===== src/rtl/fft_ctrl_param_pkg.sv =====
// Shared definitions for the FFT controller.
//   fft_state_e : controller states
//   bank_aw()   : word-address width of one memory bank for a 2^log2n point transform
//   stage_w()   : width of the butterfly stage counter
//   parity()    : bank selector for a point index (XOR of all its bits)
//   bitrev()    : reverse the low 'width' bits of a value
package fft_ctrl_param_pkg;

    localparam int MAX_LOG2N = 10;

    typedef enum logic [2:0] {
        ST_IDLE,
        ST_LOAD,
        ST_COMPUTE,
        ST_DRAIN,
        ST_UNLOAD
    } fft_state_e;

    // Two banks, each holding half of the points.
    function automatic int bank_aw(input int log2n);
        return log2n - 1;
    endfunction

    function automatic int stage_w(input int log2n);
        return (log2n <= 2) ? 1 : $clog2(log2n);
    endfunction

    // Butterfly partners differ in exactly one bit, so XOR parity always
    // places them in opposite banks.
    function automatic logic parity(input logic [MAX_LOG2N-1:0] a);
        return ^a;
    endfunction

    // Full-width reverse, then shift the reversed low field back down.
    function automatic logic [MAX_LOG2N-1:0] bitrev(input logic [MAX_LOG2N-1:0] a,
                                                    input int width);
        logic [MAX_LOG2N-1:0] r;
        r = {<<{a}};
        return r >> (MAX_LOG2N - width);
    endfunction

endpackage


===== src/rtl/fft_ctrl_param_addr_gen.sv =====
// fft_addr_gen: combinational butterfly address generation.
//   stage_i  : butterfly stage s
//   k_i      : butterfly index within the stage
//   raddr0_o : word address presented to bank 0
//   raddr1_o : word address presented to bank 1
//   swap_o   : 1 when the upper operand (point i) lives in bank 1
//   tw_o     : twiddle ROM index
module fft_addr_gen
    import fft_ctrl_param_pkg::*;
#(
    parameter  int LOG2N = 6,
    localparam int BW    = bank_aw(LOG2N),
    localparam int SW    = stage_w(LOG2N)
) (
    input  logic [SW-1:0] stage_i,
    input  logic [BW-1:0] k_i,
    output logic [BW-1:0] raddr0_o,
    output logic [BW-1:0] raddr1_o,
    output logic [BW-1:0] tw_o,
    output logic          swap_o
);

    logic [LOG2N-1:0] k_ext, low_m, i_pt, j_pt;
    logic [BW-1:0]    i_word, j_word;
    logic             i_par;
    int               pos;

    always_comb begin
        // pos is the bit where a zero is inserted into k to form i.
        pos    = LOG2N - 1 - int'(stage_i);
        k_ext  = LOG2N'(k_i);
        low_m  = LOG2N'((1 << pos) - 1);
        i_pt   = ((k_ext & ~low_m) << 1) | (k_ext & low_m);
        j_pt   = i_pt | LOG2N'(1 << pos);
        i_word = BW'(i_pt >> 1);
        j_word = BW'(j_pt >> 1);
        i_par  = parity(MAX_LOG2N'(i_pt));
        raddr0_o = i_par ? j_word : i_word;
        raddr1_o = i_par ? i_word : j_word;
        swap_o   = i_par;
        // i mod (N>>(s+1)) is just the bits of k below pos.
        tw_o     = BW'((k_ext & low_m) << stage_i);
    end

endmodule


===== src/rtl/fft_ctrl_param.sv =====
// fft_ctrl_param: control/address sequencer for an in-place radix-2 FFT
// over two single-port-per-direction memory banks.
//   clk, rst            : clock, asynchronous active-high reset
//   start, inverse      : begin a transform (IDLE only), IFFT mode latched at start
//   in_valid / in_ready : input sample handshake during LOAD
//   we_b*, waddr_b*     : bank write enables / word addresses (load and write-back)
//   re_b*, raddr_b*     : bank read enables / word addresses (compute and unload)
//   rd_swap, wr_swap    : operand bank ordering at read and at write-back
//   tw_addr, tw_conj    : twiddle ROM index and conjugate flag
//   stage               : current butterfly stage
//   out_valid, out_idx  : output sample valid and its frequency index
//   busy, done          : activity flag and one-cycle completion pulse
module fft_ctrl_param
    import fft_ctrl_param_pkg::*;
#(
    parameter  int LOG2N    = 6,
    parameter  int PIPE_LAT = 3,
    parameter  int RD_LAT   = 1,
    parameter  int REORDER  = 1,
    localparam int BW       = bank_aw(LOG2N),
    localparam int SW       = stage_w(LOG2N)
) (
    input  logic             clk,
    input  logic             rst,
    input  logic             start,
    input  logic             inverse,
    input  logic             in_valid,
    output logic             in_ready,
    output logic             we_b0,
    output logic             we_b1,
    output logic [BW-1:0]    waddr_b0,
    output logic [BW-1:0]    waddr_b1,
    output logic             re_b0,
    output logic             re_b1,
    output logic [BW-1:0]    raddr_b0,
    output logic [BW-1:0]    raddr_b1,
    output logic             rd_swap,
    output logic             wr_swap,
    output logic [BW-1:0]    tw_addr,
    output logic             tw_conj,
    output logic [SW-1:0]    stage,
    output logic             out_valid,
    output logic [LOG2N-1:0] out_idx,
    output logic             busy,
    output logic             done
);

    localparam int N  = 1 << LOG2N;
    // One extra bit so UNLOAD can count through the read-latency tail.
    localparam int CW = LOG2N + 1;

    localparam logic [CW-1:0] LOAD_LAST  = CW'(N - 1);
    localparam logic [CW-1:0] CMP_LAST   = CW'(N / 2 - 1);
    localparam logic [CW-1:0] DRN_LAST   = CW'(PIPE_LAT - 1);
    localparam logic [CW-1:0] UNL_LAST   = CW'(N - 1 + RD_LAT);
    localparam logic [CW-1:0] UNL_RD_END = CW'(N);
    localparam logic [SW-1:0] STAGE_LAST = SW'(LOG2N - 1);

    typedef struct packed {
        logic          vld;
        logic          swap;
        logic [BW-1:0] a0;
        logic [BW-1:0] a1;
    } wb_ent_t;

    typedef struct packed {
        logic             vld;
        logic             swap;
        logic [LOG2N-1:0] idx;
    } un_ent_t;

    fft_state_e    state_q, state_d;
    logic [CW-1:0] cnt_q, cnt_d;
    logic [SW-1:0] stage_q, stage_d;
    logic          conj_q, conj_d;
    logic          done_q, done_d;

    logic [BW-1:0] ag_ra0, ag_ra1, ag_tw;
    logic          ag_swap;

    logic [LOG2N-1:0] m_idx, p_pt;
    logic             p_par, n_par, unl_rd;

    wb_ent_t                      wb_in, wb_out;
    wb_ent_t [PIPE_LAT-1:0]       wb_pipe_q;
    wb_ent_t [PIPE_LAT:0]         wb_sh;
    un_ent_t                      un_in, un_out;
    un_ent_t [RD_LAT-1:0]         un_pipe_q;
    un_ent_t [RD_LAT:0]           un_sh;

    fft_addr_gen #(.LOG2N(LOG2N)) u_addr_gen (
        .stage_i  (stage_q),
        .k_i      (cnt_q[BW-1:0]),
        .raddr0_o (ag_ra0),
        .raddr1_o (ag_ra1),
        .tw_o     (ag_tw),
        .swap_o   (ag_swap)
    );

    // ---------------- state register ----------------
    always_ff @(posedge clk or posedge rst) begin
        if (rst) begin
            state_q <= ST_IDLE;
            cnt_q   <= '0;
            stage_q <= '0;
            conj_q  <= 1'b0;
            done_q  <= 1'b0;
        end else begin
            state_q <= state_d;
            cnt_q   <= cnt_d;
            stage_q <= stage_d;
            conj_q  <= conj_d;
            done_q  <= done_d;
        end
    end

    // ---------------- next state ----------------
    always_comb begin
        state_d = state_q;
        cnt_d   = cnt_q;
        stage_d = stage_q;
        conj_d  = conj_q;
        done_d  = 1'b0;
        case (state_q)
            ST_IDLE: begin
                if (start) begin
                    state_d = ST_LOAD;
                    cnt_d   = '0;
                    stage_d = '0;
                    conj_d  = inverse;
                end
            end
            ST_LOAD: begin
                if (in_valid) begin
                    if (cnt_q == LOAD_LAST) begin
                        state_d = ST_COMPUTE;
                        cnt_d   = '0;
                        stage_d = '0;
                    end else begin
                        cnt_d = cnt_q + 1'b1;
                    end
                end
            end
            ST_COMPUTE: begin
                if (cnt_q == CMP_LAST) begin
                    state_d = ST_DRAIN;
                    cnt_d   = '0;
                end else begin
                    cnt_d = cnt_q + 1'b1;
                end
            end
            ST_DRAIN: begin
                // Let the last write-back of the stage land before the next stage reads.
                if (cnt_q == DRN_LAST) begin
                    cnt_d = '0;
                    if (stage_q == STAGE_LAST) begin
                        state_d = ST_UNLOAD;
                    end else begin
                        state_d = ST_COMPUTE;
                        stage_d = stage_q + 1'b1;
                    end
                end else begin
                    cnt_d = cnt_q + 1'b1;
                end
            end
            ST_UNLOAD: begin
                if (cnt_q == UNL_LAST) begin
                    state_d = ST_IDLE;
                    cnt_d   = '0;
                    stage_d = '0;
                    done_d  = 1'b1;
                end else begin
                    cnt_d = cnt_q + 1'b1;
                end
            end
            default: begin
                state_d = ST_IDLE;
                cnt_d   = '0;
                stage_d = '0;
            end
        endcase
    end

    // ---------------- load / unload addressing ----------------
    always_comb begin
        m_idx  = cnt_q[LOG2N-1:0];
        p_pt   = (REORDER != 0) ? LOG2N'(bitrev(MAX_LOG2N'(m_idx), LOG2N)) : m_idx;
        p_par  = parity(MAX_LOG2N'(p_pt));
        n_par  = parity(MAX_LOG2N'(m_idx));
        unl_rd = (state_q == ST_UNLOAD) && (cnt_q < UNL_RD_END);
    end

    // ---------------- delay lines ----------------
    always_comb begin
        wb_in      = '0;
        wb_in.vld  = (state_q == ST_COMPUTE);
        if (wb_in.vld) begin
            wb_in.swap = ag_swap;
            wb_in.a0   = ag_ra0;
            wb_in.a1   = ag_ra1;
        end
        un_in      = '0;
        un_in.vld  = unl_rd;
        if (unl_rd) begin
            un_in.swap = p_par;
            un_in.idx  = m_idx;
        end
        // Shifting through a one-wider vector keeps PIPE_LAT/RD_LAT = 1 legal.
        wb_sh  = {wb_pipe_q, wb_in};
        un_sh  = {un_pipe_q, un_in};
        wb_out = wb_pipe_q[PIPE_LAT-1];
        un_out = un_pipe_q[RD_LAT-1];
    end

    always_ff @(posedge clk or posedge rst) begin
        if (rst) begin
            wb_pipe_q <= '0;
            un_pipe_q <= '0;
        end else begin
            wb_pipe_q <= wb_sh[PIPE_LAT-1:0];
            un_pipe_q <= un_sh[RD_LAT-1:0];
        end
    end

    // ---------------- outputs ----------------
    always_comb begin
        in_ready = (state_q == ST_LOAD);
        busy     = (state_q != ST_IDLE);
        we_b0    = wb_out.vld;
        we_b1    = wb_out.vld;
        waddr_b0 = wb_out.a0;
        waddr_b1 = wb_out.a1;
        re_b0    = 1'b0;
        re_b1    = 1'b0;
        raddr_b0 = '0;
        raddr_b1 = '0;
        rd_swap  = 1'b0;
        tw_addr  = '0;
        case (state_q)
            ST_LOAD: begin
                // Write-back pipe is empty here, so load owns the write ports.
                if (in_valid) begin
                    we_b0    = ~n_par;
                    we_b1    = n_par;
                    waddr_b0 = m_idx[LOG2N-1:1];
                    waddr_b1 = m_idx[LOG2N-1:1];
                end
            end
            ST_COMPUTE: begin
                re_b0    = 1'b1;
                re_b1    = 1'b1;
                raddr_b0 = ag_ra0;
                raddr_b1 = ag_ra1;
                rd_swap  = ag_swap;
                tw_addr  = ag_tw;
            end
            ST_UNLOAD: begin
                if (unl_rd) begin
                    re_b0 = ~p_par;
                    re_b1 = p_par;
                    if (p_par) raddr_b1 = p_pt[LOG2N-1:1];
                    else       raddr_b0 = p_pt[LOG2N-1:1];
                end
                // Bank select travels with the read data.
                rd_swap = un_out.swap;
            end
            default: ;
        endcase
    end

    assign wr_swap   = wb_out.swap;
    assign out_valid = un_out.vld;
    assign out_idx   = un_out.idx;
    assign tw_conj   = conj_q;
    assign stage     = stage_q;
    assign done      = done_q;

endmodule


===== config.mk =====
export PLATFORM = sky130hd
export DESIGN_NAME = fft_ctrl_param
export DESIGN_NICKNAME = d
export VERILOG_FILES = /design/src/rtl/fft_ctrl_param_pkg.sv /design/src/rtl/fft_ctrl_param_addr_gen.sv /design/src/rtl/fft_ctrl_param.sv
export SDC_FILE = /design/constraint.sdc
export NUM_CORES = 1
export LEC_CHECK = 0
export BUFFER_PORTS_ARGS = -buffer_cell sky130_fd_sc_hd__buf_4
export CORE_MARGIN = 3
export CORE_UTILIZATION = 40
export CTS_BUF_LIST = sky130_fd_sc_hd__clkbuf_4 sky130_fd_sc_hd__clkbuf_8 sky130_fd_sc_hd__clkbuf_16
export CTS_CLUSTER_DIAMETER = 80
export DETAILED_ROUTE_END_ITERATION = 10
export PLACE_DENSITY_LB_ADDON = 0.2
export SYNTH_ARGS = -nofsm -noshare
export SYNTH_HDL_FRONTEND = slang
export SYNTH_HIERARCHICAL = 1
export SYNTH_SLANG_ARGS = --single-unit

===== constraint.sdc =====
create_clock -name clk -period 3 [get_ports clk]
set_input_delay 0.15 -clock clk [delete_from_list [all_inputs] [get_ports clk]]
set_output_delay 0.15 -clock clk [all_outputs]
set_load 0.01 [all_outputs]

==> reports/results.ini, run 1 <==
[sta]
relSlewSlack = 0.6353
finClkSkew_ps = 9.278
setup_slack_ps = -434.8
hold_ws_ps = 47.75
min_period_ps = 3435
timing.fmax_mhz = 291.1
slew_viol_final = 0
period_share = 1.145
hold_viol = 0
worst_pin_slew_ps = 542.8
rsz0062_at_grt = true
setup_viol = 11

[power_and_ir_drop]
vdd_drop_max_v = 0.0004950
p_total_mw = 4.929
p_per_area_nw_per_um2 = 1166
p_leak_nw = 2.208

[routing]
route.detailed.drc = 0
drt-initial-drc-count = 142
wl_um = 7460
drtAntennaViolNets = 0
drtPass1Iterations = 4
vias = 2558
avgRoutedWirePerCell_um = 14.51
viasPerCell = 4.977

[global_route]
grt_use_met2 = 0.2898
grt_pass1_wl_um = 12400
grt_pass1_vias = 2505
antenna_found_initial = 0
grt_usage = 0.1814
use_met3 = 0.03926
grt_max_degree = 42
grt_use_met1 = 0.2435
top_usage_layer = met2
overflow = 0

[run]
max-cap-violations = 0

[clock_network]
cts-root-buf = clkbuf_8
clk_pin_slew_ps = 70
cts.sinks = 59
htreeDepth = 3
cts_tree = done
clk_latency_ps = 330
cts_inserted_buffers = 9
clockBufferDepth = 2

[status]
violations = negative setup slack
status = complete, but fails checks

[cells_and_area]
area_growth_pct = 37.02
drive_gt1_frac = 0.3783
fin_util = 0.5737
diodes = 0
fin_nets = 427
n_fill_cell = 670

[floorplan]
core_area_sq_um = 7370
dieArea_sq_um = 8803
ios = 50
fp.dieW_um = 93.83
initial_utilization = 0.4187
die_height_um = 93.83
rows = 31

[critical_path]
reg2reg_slack_ps = 50
cp-startpoint = stage[1]
r2r-start = stage[1]
cp.arrival_ps = 3280
path_max_fanout = 3
criticalPathCategory = reg -> out
cp-start-kind = flip-flop
r2r_end = wb_pipe_q[0]
reg2reg_depth = 15
cp-endpoint = raddr_b1[4]
cp.required_ps = 2850
end_kind = output pin

[placement]
place_congestion = 0.8767
dp_hpwl_um = 5467
portBuffers = 49
dp_slack_ps = -83.76

[synth]
yosysWarnings = 6
synth_seq_area_share = 0.4785
syn_area_per_cell_sq_um = 9.703
synth.ff_latch_count = 59
synth_fp_nets = 335
synth_cells = 318
syn_area_sq_um = 3085
synth.distinct_cells = 60

[min_path]
hp-class = in -> reg

==> per-layer routing <==
metal	wire, um	part of all wire	up-vias
li1	-	-	1264
met1	3455	0.46	1229
met2	3614	0.48	57
met3	286	0.038	8
met4	103	0.014	0
met5	0	0	-
==> synth_stat cells (all sizes together) <==
cell type,instances,area share
o21a,2,0.0049
a21oi,12,0.019
or2,1,0.0020
nor2,15,0.019
a2bb2oi,1,0.0028
o21ai,12,0.019
xor2,1,0.0028
nor2b,2,0.0041
a32oi,1,0.0053
o41ai,1,0.0028
buf,13,0.027
o2bb2ai,1,0.0028
or3,2,0.0057
a21o,12,0.029
ha,12,0.049
nand4,3,0.0061
o311ai,3,0.011
o22a,1,0.0028
a31oi,2,0.0041
a41oi,1,0.0028
and2b,2,0.0049
a211o,1,0.0028
and4b,1,0.0032
and2,18,0.036
nand2,52,0.065
a211oi,3,0.0073
mux2i,5,0.017
nor3b,1,0.0024
and3b,1,0.0028
nand4b,2,0.0077
nand3,10,0.018
and4bb,1,0.0041
clkbuf,7,0.0085
o31ai,3,0.0073
nor3,12,0.021
nand2b,9,0.018
xnor2,4,0.016
o21bai,1,0.0024
xnor3,1,0.0073
inv,17,0.021
nand3b,3,0.0073
and3,1,0.0020
mux2,2,0.0073
dfrtp,59,0.48
o22ai,4,0.0081
==> per-stage QoR <==
step,instances,area (sq um),setup TNS (ps)
finish,514,4228,-3673
floorplan,318,3123,0
global placement,475,3722,-22.48
CTS,508,4111,-2713
global route,514,4228,-5604
detailed placement,475,3722,-115.7
==> area by class of cell <==
cell class / count / area, sq um / share of cell area
Clock inverter: 7 / 100.1 / 0.02368
Multi-Input combinational cell: 222 / 1550 / 0.3667
Tap cell: 99 / 123.9 / 0.02930
Timing Repair Buffer: 101 / 787.0 / 0.1862
Sequential cell: 59 / 1479 / 0.3498
Inverter: 17 / 63.81 / 0.01509
Clock buffer: 9 / 123.9 / 0.02930
==> logic make-up after synthesis <==
| logic type | synth area share |
|---|---|
| compound gates | 0.1354 |
| xor+xnor | 0.02636 |
| fa+ha+maj | 0.04866 |
| buf+inv | 0.05637 |
| flops | 0.4785 |
| mux | 0.02474 |
| simple gates | 0.2299 |
==> worst max-delay path: stages (launching register included) <==
cell and delay [ps]:
dfrtp_2 430, ha_4 270, and4bb_2 250, inv_2 60, ha_4 280, nand2b_4 130, nor2_2 40, a21oi_2 110
xnor3_2 470, xnor2_2 230, inv_2 70, buf_6 120, o21ai_2 110, and2_4 150, a21o_1 130, buf_6 120
==> state kept, by name (all words and copies together) (netlist names) <==
name and count:
done 1, tw_conj 1, un_out 1, cnt_q 7
out_idx 6, wb_out 11, out_valid 1, state_q 3
stage 3, wb_pipe_q 24, wr_swap 1
==> timing repair <==
action / CTS / global route
hold buffers: 1 / 0
endpoints found under the hold margin: 18 / 0
endpoints found under the setup margin: 12 / 13
gates resized for setup: 13 / 18
gates cloned: 0 / 0
buffers inserted: 16 / 6
pin swaps: 7 / 9
==> cells in the final DEF, fill, tap and decap left out, types with 7 or more instances in the layout <==
cell,count
a21oi_1,10
dfrtp_1,57
and2_1,16
clkbuf_8,9
ha_1,10
buf_6,7
nor2_1,13
inv_1,13
nor3_1,10
nand2_1,49
buf_4,93
a21o_1,12
nand3_1,9
==> how the worst min path moves through the flow <==
| stage | slack (ps) | cells past startpoint | startpoint | endpoint |
|---|---|---|---|---|
| 2_1_floorplan | 300 | 1 | inverse | tw_conj |
| 3_3_place_gp | 180 | 2 | rst | wb_out[11] |
| 3_5_place_dp | 180 | 2 | rst | wr_swap |
| 4_1_cts | 40 | 2 | inverse | tw_conj |
| 5_1_grt | 40 | 2 | inverse | tw_conj |
| 6_report | 50 | 2 | inverse | tw_conj |
==> power breakdown <==
| part | leakage [nW] | internal (mW) | switching, mW |
|---|---|---|---|
| sequential | 0.784 | 1.02 | 0.168 |
| clock | 0.114 | 0.474 | 0.330 |
| combinational | 1.31 | 1.54 | 1.39 |
| total | 2.21 | 3.04 | 1.89 |
Power figures use the tool's default switching activity.
==> run 2: changes to the inputs <==
--- a/config.mk
+++ b/config.mk
@@ -9,5 +9,5 @@
 export CORE_MARGIN = 3
 export CORE_UTILIZATION = 40
-export CTS_BUF_LIST = sky130_fd_sc_hd__clkbuf_4 sky130_fd_sc_hd__clkbuf_8 sky130_fd_sc_hd__clkbuf_16
+export CTS_BUF_LIST = sky130_fd_sc_hd__clkbuf_8
 export CTS_CLUSTER_DIAMETER = 80
 export DETAILED_ROUTE_END_ITERATION = 10
==> constraint.sdc (replaced) <==
create_clock -name clk -period 3 [get_ports clk]
set_input_delay 0.3 -clock clk [delete_from_list [all_inputs] [get_ports clk]]
set_output_delay 0.3 -clock clk [all_outputs]
set_load 0.01 [all_outputs]
==> run 2 against run 1 <==
The flow still finishes with violations (negative setup slack). Highest routed layer unchanged. Critical path type unchanged. Fmax is 4.3% lower. Cell count is 0.39% lower. Worst setup slack worse by 150 ps. Critical endpoint is now raddr_b1[3]. Core utilization is 0.48 points lower. Clock power is 13% lower.
==> reports/results.ini, run 2 (synthesis results as in run 1) <==
[status]
status = complete, but fails checks
violations = negative setup slack

[critical_path]
cp.required_ps = 2700  ; -150 ps
cp-startpoint = stage[1]
cp.arrival_ps = 3290  ; about the same
criticalPathCategory = reg -> out
reg2reg_depth = 14  ; -1
reg2reg_slack_ps = 90  ; +40 ps
cp-start-kind = flip-flop
end_kind = output pin
path_max_fanout = 4  ; +1
r2r-start = stage[1]
r2r_end = wb_pipe_q[0]
cp-endpoint = raddr_b1[3]

[global_route]
grt_pass1_wl_um = 12450  ; +0.39%
grt_max_degree = 42  ; unchanged
grt_usage = 0.1829  ; +0.001485
overflow = 0  ; unchanged
antenna_found_initial = 0  ; unchanged
grt_pass1_vias = 2518  ; +0.52%

[power_and_ir_drop]
switchingPower_mw = 1.934  ; +2.4%
internal_power_mw = 2.920  ; -4.0%
seqPwrFrac = 0.241  ; about the same
power_frac_comb = 0.614  ; +0.019
vdd_drop_max_v = 0.0005073  ; +2.5%
p_total_mw = 4.854  ; -1.5%
p_sw_frac = 0.3984  ; +0.01539
p_leak_nw = 2.180  ; -1.2%
pwr-share-clk = 0.145  ; -0.018
p_per_area_nw_per_um2 = 1158  ; -0.70%

[floorplan]
fp.dieW_um = 93.83  ; unchanged
dieArea_sq_um = 8803  ; unchanged
ios = 50  ; unchanged
rows = 31  ; unchanged
initial_utilization = 0.4187  ; unchanged
core_area_sq_um = 7370  ; unchanged
die_height_um = 93.83  ; unchanged

[cells_and_area]
diodes = 0  ; unchanged
multi_input_area_sq_um = 1551  ; about the same
regArea_sq_um = 1479  ; unchanged
layout_commonest_cell = buf_4
drive_gt1_frac = 0.3729  ; -0.005432
layout_common_cells = buf_4 (90), dfrtp_1 (57), nand2_1 (49)
stdcell_count = 512  ; -0.39%
area_growth_pct = 35.89
fin_nets = 425  ; -0.47%
n_fill_cell = 673  ; +0.45%
largest_register_ffs = 24  ; unchanged
top_register = wb_pipe_q

[routing]
drt-initial-drc-count = 98  ; -31%
drtPass1Iterations = 4  ; unchanged
viasPerCell = 5.023  ; +0.94%
route.detailed.drc = 0  ; unchanged
vias = 2572  ; +0.55%
drtAntennaViolNets = 0  ; unchanged
avgRoutedWirePerCell_um = 14.89  ; +2.6%
wl_um = 7626  ; +2.2%

[sta]
rsz0062_at_grt = true
hold_viol = 0  ; unchanged
period_share = 1.196  ; +0.05085
min_period_ps = 3587  ; +152.6 ps
timing.fmax_mhz = 278.8  ; -4.3%
setup_viol = 12  ; +1
worst_pin_slew_ps = 548.7  ; +5.843 ps
relSlewSlack = 0.6314  ; -0.003925
slew_viol_final = 0  ; unchanged
finClkSkew_ps = 10.45  ; +1.170 ps
setup_slack_ps = -587.4  ; -152.6 ps

[placement]
dp.cells = 480  ; +1.1%
portBuffers = 49  ; unchanged
dp_hpwl_um = 5551  ; +1.5%
place_congestion = 0.8552  ; -2.5%

[clock_network]
clk_pin_slew_ps = 70  ; about the same
cts_tree = done
clk_latency_ps = 330  ; about the same
htreeDepth = 3  ; unchanged
clockBufferDepth = 2  ; unchanged
cts_inserted_buffers = 9  ; unchanged
cts-root-buf = clkbuf_8
cts.sinks = 59  ; unchanged

[min_path]
hp-class = in -> reg

[run]
max-cap-violations = 0  ; unchanged

[run 2: cell count changes in the layout (fill, tap and decap cells not counted), moves of 2 or more]
cell,change
inv_4,+2
mux2i_1,+2
and2_1,-2
mux2i_2,-2
and2_4,+2
buf_4,-3
inv_2,-2
inv_6,-2
clkinvlp_4,+3
[run 2: final cells by class]
type	instances	share of cell area
multi-input combinational	222	0.3700
sequential	59	0.3527
timing repair buffer	99	0.1850
clock buffer	9	0.02954
tap	99	0.02954
clock inverter	7	0.01671
inverter	17	0.01641
[run 2: worst min path at each step]
stage	start	end	slack [ps]	depth (start not counted)
2_1_floorplan	wb_pipe_q[12]	wb_out[0]	330	0
3_3_place_gp	rst	wr_swap	320	2
3_5_place_dp	rst	wr_swap	320	2
4_1_cts	inverse	tw_conj	200	2
5_1_grt	inverse	tw_conj	200	2
6_report	inverse	tw_conj	210	2
[run 2: worst max-delay path, cell delays in order, from the launching register on]
cell      delay (ps)
dfrtp_2          430
ha_4             270
and4bb_2         250
inv_2             60
ha_4             170
inv_4             60
o21ai_2           50
mux2i_2          210
xnor3_2          540
xnor2_4          250
inv_4             80
o311ai_4         220
and2_4           180
a21o_1           100
buf_6            100
[run 2: metal layers]
layer  track usage  part of all wire  up-vias
li1              -                 -     1261
met1        0.2430              0.44     1241
met2        0.2980              0.50       60
met3       0.04006             0.040       10
met4       0.05656             0.011        0
met5             0                 0        -
[run 2: power by group through the flow]
stage / Sequential, mW / Combinational, mW / Clock [mW]
2_1_floorplan: 1.15 / 1.50 / 0
3_3_place_gp: 1.17 / 2.47 / 0
3_5_place_dp: 1.18 / 2.51 / 0
4_1_cts: 1.17 / 2.70 / 0.719
5_1_grt: 1.20 / 3.23 / 0.757
6_report: 1.17 / 2.98 / 0.704
[run 2: through the flow]
stage | hold slack [ps] | worst slack, ps | utilization | TNS (ps) | instance area [sq um]
final | 207.4 | -587.4 | 0.5689 | -5268 | 4193
after global routing | 201.5 | -684.3 | 0.5689 | -6826 | 4193
after CTS | 198.0 | -535.1 | 0.5548 | -4451 | 4089
after detailed placement | 324.7 | -276.4 | 0.5102 | -1096 | 3760
after global placement | 320.3 | -169.9 | 0.5102 | -698.6 | 3760
after floorplan | 331.2 | -140.4 | - | -321.1 | 3123
[run 2: timing repair]
action                                 in CTS  in global routing
pin swaps                                   8                  7
setup buffers                              10                  6
endpoints found under the hold margin      18                  0
gates resized for setup                    17                 17
hold buffers                                1                  0
setup endpoints to repair                  12                 14
